`src/rtl/src_video_window_pkg.sv`:
```
// Shared types and defaults for the source-side video window front end.
package src_video_window_pkg;

  localparam int unsigned CNT_W_DEFAULT = 12;

  typedef enum logic {
    S_WAIT = 1'b0,
    S_PASS = 1'b1
  } vid_state_e;

endpackage

```
`src/rtl/vid_timing_meas.sv`:
```
// Stage-1 timing tracker: sync/de edge detection, pixel and line counters, and
// per-frame resolution measurement with a line-length consistency check.
module vid_timing_meas #(
  parameter int unsigned P_CNT_W = 12
) (
  input  logic               i_src_clk,
  input  logic               i_rst_n,
  input  logic               i_vs,
  input  logic               i_de,
  output logic               o_vs_fall,
  output logic [P_CNT_W-1:0] o_x,
  output logic [P_CNT_W-1:0] o_y,
  output logic [P_CNT_W-1:0] o_h_active,
  output logic [P_CNT_W-1:0] o_v_active,
  output logic               o_frame_err
);

  localparam logic [P_CNT_W-1:0] CntMax = '1;
  localparam logic [P_CNT_W-1:0] CntOne = P_CNT_W'(1);

  logic               vs_q, de_q;
  logic               vs_rise, de_fall, line_err;
  logic [P_CNT_W-1:0] x_q, y_q, x_inc, y_inc;
  logic [P_CNT_W-1:0] ref_len_q, last_len_q;
  logic               have_ref_q, err_acc_q;

  assign o_vs_fall = vs_q & ~i_vs;
  assign vs_rise   = ~vs_q & i_vs;
  assign de_fall   = de_q & ~i_de;

  assign x_inc    = (x_q == CntMax) ? x_q : x_q + CntOne;
  assign y_inc    = (y_q == CntMax) ? y_q : y_q + CntOne;
  assign line_err = have_ref_q & (x_q != ref_len_q);

  assign o_x = x_q;
  assign o_y = y_q;

  always_ff @(posedge i_src_clk or negedge i_rst_n) begin
    if (!i_rst_n) begin
      vs_q        <= 1'b0;
      de_q        <= 1'b0;
      x_q         <= '0;
      y_q         <= '0;
      ref_len_q   <= '0;
      last_len_q  <= '0;
      have_ref_q  <= 1'b0;
      err_acc_q   <= 1'b0;
      o_h_active  <= '0;
      o_v_active  <= '0;
      o_frame_err <= 1'b0;
    end else begin
      vs_q <= i_vs;
      de_q <= i_de;

      if (de_fall) begin
        x_q <= '0;
      end else if (i_de) begin
        x_q <= x_inc;
      end

      if (o_vs_fall) begin
        y_q <= '0;
      end else if (de_fall) begin
        y_q <= y_inc;
      end

      if (o_vs_fall) begin
        have_ref_q <= 1'b0;
        last_len_q <= '0;
      end else if (de_fall) begin
        last_len_q <= x_q;
        if (!have_ref_q) begin
          ref_len_q  <= x_q;
          have_ref_q <= 1'b1;
        end
      end

      if (vs_rise) begin
        err_acc_q <= 1'b0;
      end else if (de_fall && line_err) begin
        err_acc_q <= 1'b1;
      end

      // A line ending on the same cycle as frame end is folded into the result.
      if (vs_rise) begin
        o_h_active  <= de_fall ? x_q : last_len_q;
        o_v_active  <= de_fall ? y_inc : y_q;
        o_frame_err <= err_acc_q | (de_fall & line_err);
      end
    end
  end

endmodule

```
`src/rtl/src_video_window.sv`:
```
// Source-clock video front end: normalises vsync, starts capture only on a frame
// boundary, crops a per-frame window and reports the measured input resolution.
module src_video_window
  import src_video_window_pkg::*;
#(
  parameter bit          P_VS_POL = 1'b1,
  parameter int unsigned P_CNT_W  = CNT_W_DEFAULT,
  parameter int unsigned P_DATA_W = 24
) (
  input  logic                i_src_clk,
  input  logic                i_rst_n,
  input  logic                i_vid_vsyn,
  input  logic                i_vid_de,
  input  logic [P_DATA_W-1:0] i_vid_data,
  input  logic                i_enable,
  input  logic [P_CNT_W-1:0]  i_x_start,
  input  logic [P_CNT_W-1:0]  i_x_size,
  input  logic [P_CNT_W-1:0]  i_y_start,
  input  logic [P_CNT_W-1:0]  i_y_size,
  output logic                o_src_vsyn,
  output logic                o_src_de,
  output logic [P_DATA_W-1:0] o_src_data,
  output logic                o_frame_active,
  output logic [P_CNT_W-1:0]  o_h_active,
  output logic [P_CNT_W-1:0]  o_v_active,
  output logic                o_frame_err
);

  logic                vs1_q, de1_q;
  logic [P_DATA_W-1:0] data1_q;
  logic                vs_fall;
  logic [P_CNT_W-1:0]  x, y;
  logic [P_CNT_W-1:0]  xs_q, xsz_q, ys_q, ysz_q;
  logic [P_CNT_W:0]    x_end, y_end;
  logic                in_win, de_win;
  vid_state_e          state_q, state_d;

  always_ff @(posedge i_src_clk or negedge i_rst_n) begin
    if (!i_rst_n) begin
      vs1_q   <= 1'b0;
      de1_q   <= 1'b0;
      data1_q <= '0;
    end else begin
      vs1_q   <= i_vid_vsyn ~^ P_VS_POL;
      de1_q   <= i_vid_de;
      data1_q <= i_vid_data;
    end
  end

  vid_timing_meas #(
    .P_CNT_W(P_CNT_W)
  ) u_meas (
    .i_src_clk  (i_src_clk),
    .i_rst_n    (i_rst_n),
    .i_vs       (vs1_q),
    .i_de       (de1_q),
    .o_vs_fall  (vs_fall),
    .o_x        (x),
    .o_y        (y),
    .o_h_active (o_h_active),
    .o_v_active (o_v_active),
    .o_frame_err(o_frame_err)
  );

  always_comb begin
    state_d = state_q;
    case (state_q)
      S_WAIT:  if (vs_fall && i_enable) state_d = S_PASS;
      S_PASS:  if (vs_fall && !i_enable) state_d = S_WAIT;
      default: state_d = S_WAIT;
    endcase
  end

  // One extra bit on the window end so oversize windows clip instead of wrapping.
  assign x_end  = {1'b0, xs_q} + {1'b0, xsz_q};
  assign y_end  = {1'b0, ys_q} + {1'b0, ysz_q};
  assign in_win = (x >= xs_q) && ({1'b0, x} < x_end) && (y >= ys_q) && ({1'b0, y} < y_end);
  assign de_win = de1_q && in_win && (state_q == S_PASS);

  always_ff @(posedge i_src_clk or negedge i_rst_n) begin
    if (!i_rst_n) begin
      state_q    <= S_WAIT;
      xs_q       <= '0;
      xsz_q      <= '0;
      ys_q       <= '0;
      ysz_q      <= '0;
      o_src_vsyn <= 1'b0;
      o_src_de   <= 1'b0;
      o_src_data <= '0;
    end else begin
      state_q <= state_d;
      if (vs_fall) begin
        xs_q  <= i_x_start;
        xsz_q <= i_x_size;
        ys_q  <= i_y_start;
        ysz_q <= i_y_size;
      end
      o_src_vsyn <= vs1_q;
      o_src_de   <= de_win;
      o_src_data <= de_win ? data1_q : '0;
    end
  end

  assign o_frame_active = (state_q == S_PASS);

endmodule

```
`config.mk`:
```
export PLATFORM = sky130hd
export DESIGN_NAME = src_video_window
export DESIGN_NICKNAME = d
export VERILOG_FILES = /design/src/rtl/src_video_window_pkg.sv /design/src/rtl/vid_timing_meas.sv /design/src/rtl/src_video_window.sv
export SDC_FILE = /design/constraint.sdc
export NUM_CORES = 1
export LEC_CHECK = 0
export CAP_MARGIN = 20
export CORE_UTILIZATION = 55
export DETAILED_ROUTE_END_ITERATION = 8
export PLACE_DENSITY = 0.84
export SYNTH_ARGS = -nofsm -noshare
export SYNTH_HDL_FRONTEND = slang
export SYNTH_SLANG_ARGS = --single-unit
```
`constraint.sdc`:
```
create_clock -name i_src_clk -period 4 [get_ports i_src_clk]
set_clock_uncertainty 0.15 [all_clocks]
set_input_delay 0.8 -clock i_src_clk [delete_from_list [all_inputs] [get_ports i_src_clk]]
set_output_delay 0.8 -clock i_src_clk [all_outputs]
set_load 0.05 [all_outputs]
```
# After elaboration in Yosys (flattened, before gate mapping)

Cells that the tools add are included.

Memories: 0
Memory bits (read-only): 0
Register bits after elaboration: 177
Memory bits (writable): 0
Logic and storage cells: 75
Latch bits: 0
Input bits: 77

Order comparisons: 4
Multipliers: 0
Reduce and logical (&&, ||, !) cells: 14
Equal/unequal tests: 4
Divide/modulo/power cells: 0
Shift operators: 0
Multiplexer cells: 16
Bitwise gates (word level): 12
$add $sub $neg: 4

Operator list:

| kind                  | count |
|---|---|
| $mux 12               | 8 |
| $add 12x12->13        | 2 |
| $lt 12x13->1          | 2 |
| $add 12x1->12 const B | 2 |
| $eq 12x12->1 const B  | 2 |
| $ge 12x12->1          | 2 |
| $mux 24               | 1 |
| $ne 12x12->1          | 1 |
| $logic_and 1x1->1     | 8 |
| $mux 1                | 6 |
| $not 1->1             | 6 |
| $reduce_bool 2->1     | 3 |
| $and 1x1->1           | 5 |
| $reduce_and 3->1      | 1 |
| $ne 2x1->1 const B    | 1 |
| $pmux 1 s2            | 1 |
| $reduce_and 2->1      | 1 |
| $logic_not 1->1       | 1 |
| $or 1x1->1            | 1 |

# Depth between registers and ports, before layout

Word-level depth: 8
Mapped depth: 17
Gate-level depth less buffers: 16

# Modules after synthesis

From an unflattened synthesis, not the netlist that was laid out.

Cell total of the unflattened synthesis: 840
Area, all modules: 9,059.9 µm²

Modules (own cells, without submodules):

| module           | area an instance (µm²) | times used | cells each | seq. area each (µm²) |
|---|---|---|---|---|
| src_video_window | 5,561.6                | 1          | 513        | 2,527.4 |
| vid_timing_meas  | 3,498.4                | 1          | 327        | 1,926.8 |

# Worst setup path before layout

Ideal clock, no wire load.

Path type: reg2reg
Start point: register ys_q[1]
End point: register o_src_data[10]
Setup time: 0.086 ns
Path slack: 0.481 ns
Required time: 3.764 ns
Clock period less this slack: 3.519 ns
Stages on the path, launching flop included: 15
Path buffers: 1
Data arrival time: 3.283 ns
Cells stage by stage: dfrtp_1 -> ha_1 -> a211oi_2 -> nor2_1 -> or4_1 -> a41o_1 -> o41a_1 -> xnor2_1 -> ha_1 -> nor4_1 -> o221ai_1 -> o221ai_1 -> o211ai_2 -> buf_4 -> nor3_1

Longest elaborated chain between the ends: 6
Elaborated cells on any way between the ends: 8

Ends and longest elaborated chain:

| item                                              | RTL line                                       | source |
|---|---|---|
| start, declared                                   | src_video_window.sv:33                         | `logic [P_CNT_W-1:0] xs_q, xsz_q, ys_q, ysz_q;` |
| start signal, assigned                            | src_video_window.sv:95                         | `ys_q <= i_y_start;` |
| $add 12x12->13 or $ge 12x12->1 (tied branches)    | src_video_window.sv:76, src_video_window.sv:77 |  |
| $lt 12x13->1 or $logic_and 1x1->1 (tied branches) | src_video_window.sv:77                         | `assign in_win = (x >= xs_q) && ({1'b0, x} < x_end) && (y >= ys_q) && ({1'b0, y} < y_end);` |
| $logic_and 1x1->1 *                               | src_video_window.sv:77                         |  |
| $logic_and 1x1->1 * (2 in a row)                  | src_video_window.sv:78                         | `assign de_win = de1_q && in_win && (state_q == S_PASS);` |
| $mux 24 *                                         | src_video_window.sv:100                        | `o_src_data <= de_win ? data1_q : '0;` |
| end signal, assigned                              | src_video_window.sv:100                        |  |
| end, declared                                     | src_video_window.sv:22                         | `output logic [P_DATA_W-1:0] o_src_data,` |

Mark *: on every way between the ends. The rest lies on a longest branch, timed or not.
A chain may end at the register's enable or synchronous reset.

# Worst setup path in the final report

Start point: register ys_q[1]
End point: register o_src_data[3]

The elaborated chain is that of the path after synthesis.

==> reports/qor.yml <==
worst_setup_path:
  critPathMaxStageDelay_ps: 430
  cp_data_arrival_time_ps: 4020
  critPathLaunchType: "flip-flop"
  reg2reg_slack_ps: 170
  critPathCaptureType: "flip-flop"
  worstSetupPathType: "reg2reg"
  path_cells: "ha_1 > a211oi_2 > nor2_1 > or4_1 > a41o_1 > o41a_1 > xnor2_1 > ha_1 > nor4_2 > o221ai_1 > o221ai_1 > o211ai_2 > buf_6 > nor3_1"
  worstReg2RegEnd: "o_src_data[3]"
  crit_start: "ys_q[1]"
  reg2regPathDepth: 14
  cpMaxStageDelayCell: "or4_1"
  timing.rr.start: "ys_q[1]"
  crit_path_max_fanout: 25
  worst_ep_required_time_ps: 4190
finish:
  areaGrowthSynthToFinish_pct: 25.0
  seqCellArea_um2: 4430
  utilization_pct: 70.6
  multi_input_area_um2: 3960
  final_nets: 1088
  n_fill_cell: 1070
  stdcell_area_um2: 10700
  finalNonFillerCells: 1138
  layout-drive-gt1-share_pct: 10.2
  n_antenna_cell: 0
timing:
  period_share_pct: 95.8
  fmax_ghz: 0.261
  holdWs_ps: 216
  final.min_clock_period_ps: 3830
  worst_pin_slew_ps: 723
  hold_violations: 0
  fin_ws_ps: 170
  setup_viol: 0
  drv_slew: 0
  slew_headroom_pct: 50.6
  finalSetupTns_ps: 0
detailed_routing:
  drcViolationCount: 0
  first_pass_iters: 5
  ant_nets: 0
  avgRoutedWirePerCell_um: 16.7
  vias: 6367
  postRouteWirelength_um: 19000
  viasPerCell: 5.59
  drt-initial-drc-count: 370
power_and_ir_drop:
  p_leak_nw: 4.96
  peakVddDrop_mv: 0.288
  p_sw_mw: 1.45
  pwr-share-comb_pct: 22.9
  power_frac_seq_pct: 42.4
  p_sw_share_pct: 29.9
  p_clk_share_pct: 34.7
  p_per_area_nw_per_um2: 451
  internal-power_mw: 3.39
  finalPower_mw: 4.84
synthesis:
  ys_seq_area_share_pct: 51.6
  synth-seq-cells: 177
  yosys_warnings: 0
  synth_compound_area_share_pct: 10.8
  synthesis.nets: 959
  synthMuxAreaShare_pct: 6.72
  syn_inst: 808
  synth_cell_types: 50
  synth_fa_ha_area_share_pct: 11.0
  async_flop_share_pct: 100
  synth_xor_area_share_pct: 4.28
  synth_flop_cell: "dfrtp_1"
  synthSimpleGateAreaFrac_pct: 12.7
  syn-cell-area_um2: 8590
  synth_top_family_by_area: "simple AND/OR/NAND/NOR gates"
  synth_edf_count: 0
  syn_avg_cell_area_um2: 10.6
global_route:
  antenna_found_initial: 0
  grtUsageTotal_pct: 24.7
  grt_pass1_vias: 6366
  overflow: 0
  grt_max_degree: 74
  grt_pass1_wl_um: 31100
floorplanning:
  io-pin-count: 129
  die_x_um: 127
  rows: 45
  die_h_um: 127
  die_area_um2: 16100
  start_util_pct: 56.5
  core_um2: 15200
placement:
  dp_hpwl_um: 13300
  io_buffers: 128
  dpl_worst_slack_ps: 161
  place_area_um2: 10100
  placedCellCount: 1106
  gp_congestion: 0.877
clock_tree:
  postCtsHoldBufs: 0
  root_buffer: "clkbuf_16"
  cts_max_path_buffers: 2
  insertion_delay_ps: 430
  post_cts_buffers: 0
  cts_tree: "done"
  cts_buffers: 17
  clkTransAtPathRegs_ps: 70
  cts_htree_levels: 4
  cts.sinks: 177
job:
  drv_cap: 0
worst_hold_path:
  hold_path_class: "in2async"
status:
  status: "finished, final reports clean"
==> area by class of cell <==
| cell class | instances | area share (%) |
|---|---|---|
| Multi-Input combinational cell | 568 | 36.9 |
| Clock buffer | 19 | 4.22 |
| Tap cell | 188 | 2.19 |
| Sequential cell | 177 | 41.3 |
| Timing Repair Buffer | 141 | 12.9 |
| Inverter | 32 | 1.12 |
| Clock inverter | 13 | 1.39 |
==> per-layer routing <==
layer	up-vias	GRT usage, %	routed length [um]
met5	-	0	0
li1	3080	-	-
met4	0	8.82	314
met2	163	40.7	9340
met3	24	4.60	910
met1	3100	33.0	8410
==> registers in the layout, indices dropped and copies added, names as in the netlist, 12 cells and up, named ones only <==
| name | flops |
|---|---|
| u_meas.o_x | 12 |
| ys_q | 12 |
| u_meas.last_len_q | 12 |
| o_src_data | 24 |
| u_meas.o_y | 12 |
| ysz_q | 12 |
| u_meas.ref_len_q | 12 |
| xs_q | 12 |
| data1_q | 24 |
| xsz_q | 12 |
| u_meas.o_h_active | 12 |
| u_meas.o_v_active | 12 |
==> power groups by stage <==
stage               Clock, mW  Combinational [mW]  Sequential (mW)
finish                   1.68                1.11             2.05
global route             1.77                1.24             2.07
CTS                      1.70                1.11             2.05
detailed placement          0                1.09             2.08
global placement            0                1.06             2.07
floorplan                   0               0.709             2.11
==> worst max-delay path: cells and delay by family, from the launching register on <==
family | cells | cell delay, ps
AND/OR/NAND/NOR | 4 | 960
buffers and inverters | 1 | 200
XOR/XNOR | 1 | 140
adder cells (fa/ha/maj) | 2 | 530
flip-flops | 1 | 380
AO/OA/AOI/OAI | 6 | 1360
==> cell usage after synthesis, drive strengths merged (13+ instances only) <==
cell type	instances	area, um2
xor2	35	307
nand3	13	65.1
nor3	34	170
o21ai	73	365
nor2	46	173
dfrtp	177	4430
mux2i	16	160
inv	32	120
ha	72	901
nand2	107	402
clkbuf	23	86.3
a21oi	32	164
mux2	37	417
==> placed cells by master, fill, tap and decap left out, types with 5 or more instances in the layout <==
| cell | n |
|---|---|
| dfrtp_1 | 177 |
| a21o_1 | 7 |
| nand2_1 | 107 |
| nand4_1 | 9 |
| nand3_1 | 13 |
| nor4_1 | 5 |
| nand2b_1 | 7 |
| o21a_1 | 7 |
| clkbuf_16 | 17 |
| inv_1 | 32 |
| buf_4 | 12 |
| xor2_1 | 35 |
| clkdlybuf4s50_1 | 127 |
| nor3_2 | 5 |
| o21bai_1 | 5 |
| ha_1 | 72 |
| mux2_2 | 37 |
| xnor2_1 | 7 |
| nor2_1 | 46 |
| o21ai_0 | 72 |
| mux2i_1 | 16 |
| a21oi_1 | 31 |
| nor3_1 | 29 |
| and3_1 | 9 |
==> logic make-up after synthesis <==
group,after synthesis
adder cells (fa/ha/maj),74
AND/OR/NAND/NOR,244
AO/OA/AOI/OAI,155
XOR/XNOR,42
multiplexers,53
flip-flops,177
buffers and inverters,63
==> worst max path at each step <==
stage | slack [ps] | end | cells after the start
after floorplan | 480 | o_src_data[10] | 14
after global placement | 320 | o_src_de | 14
after detailed placement | 160 | o_src_de | 17
after CTS | 150 | o_src_data[0] | 14
after global routing | -10 | o_src_data[3] | 14
final | 170 | o_src_data[3] | 14
==> repair_timing <==
item / 4_1_cts / 5_1_grt
endpoints found under the hold margin: 0 / 0
resized for setup: 0 / 9
endpoints found under the setup margin: 0 / 25
(Power assumes the default switching activity.)
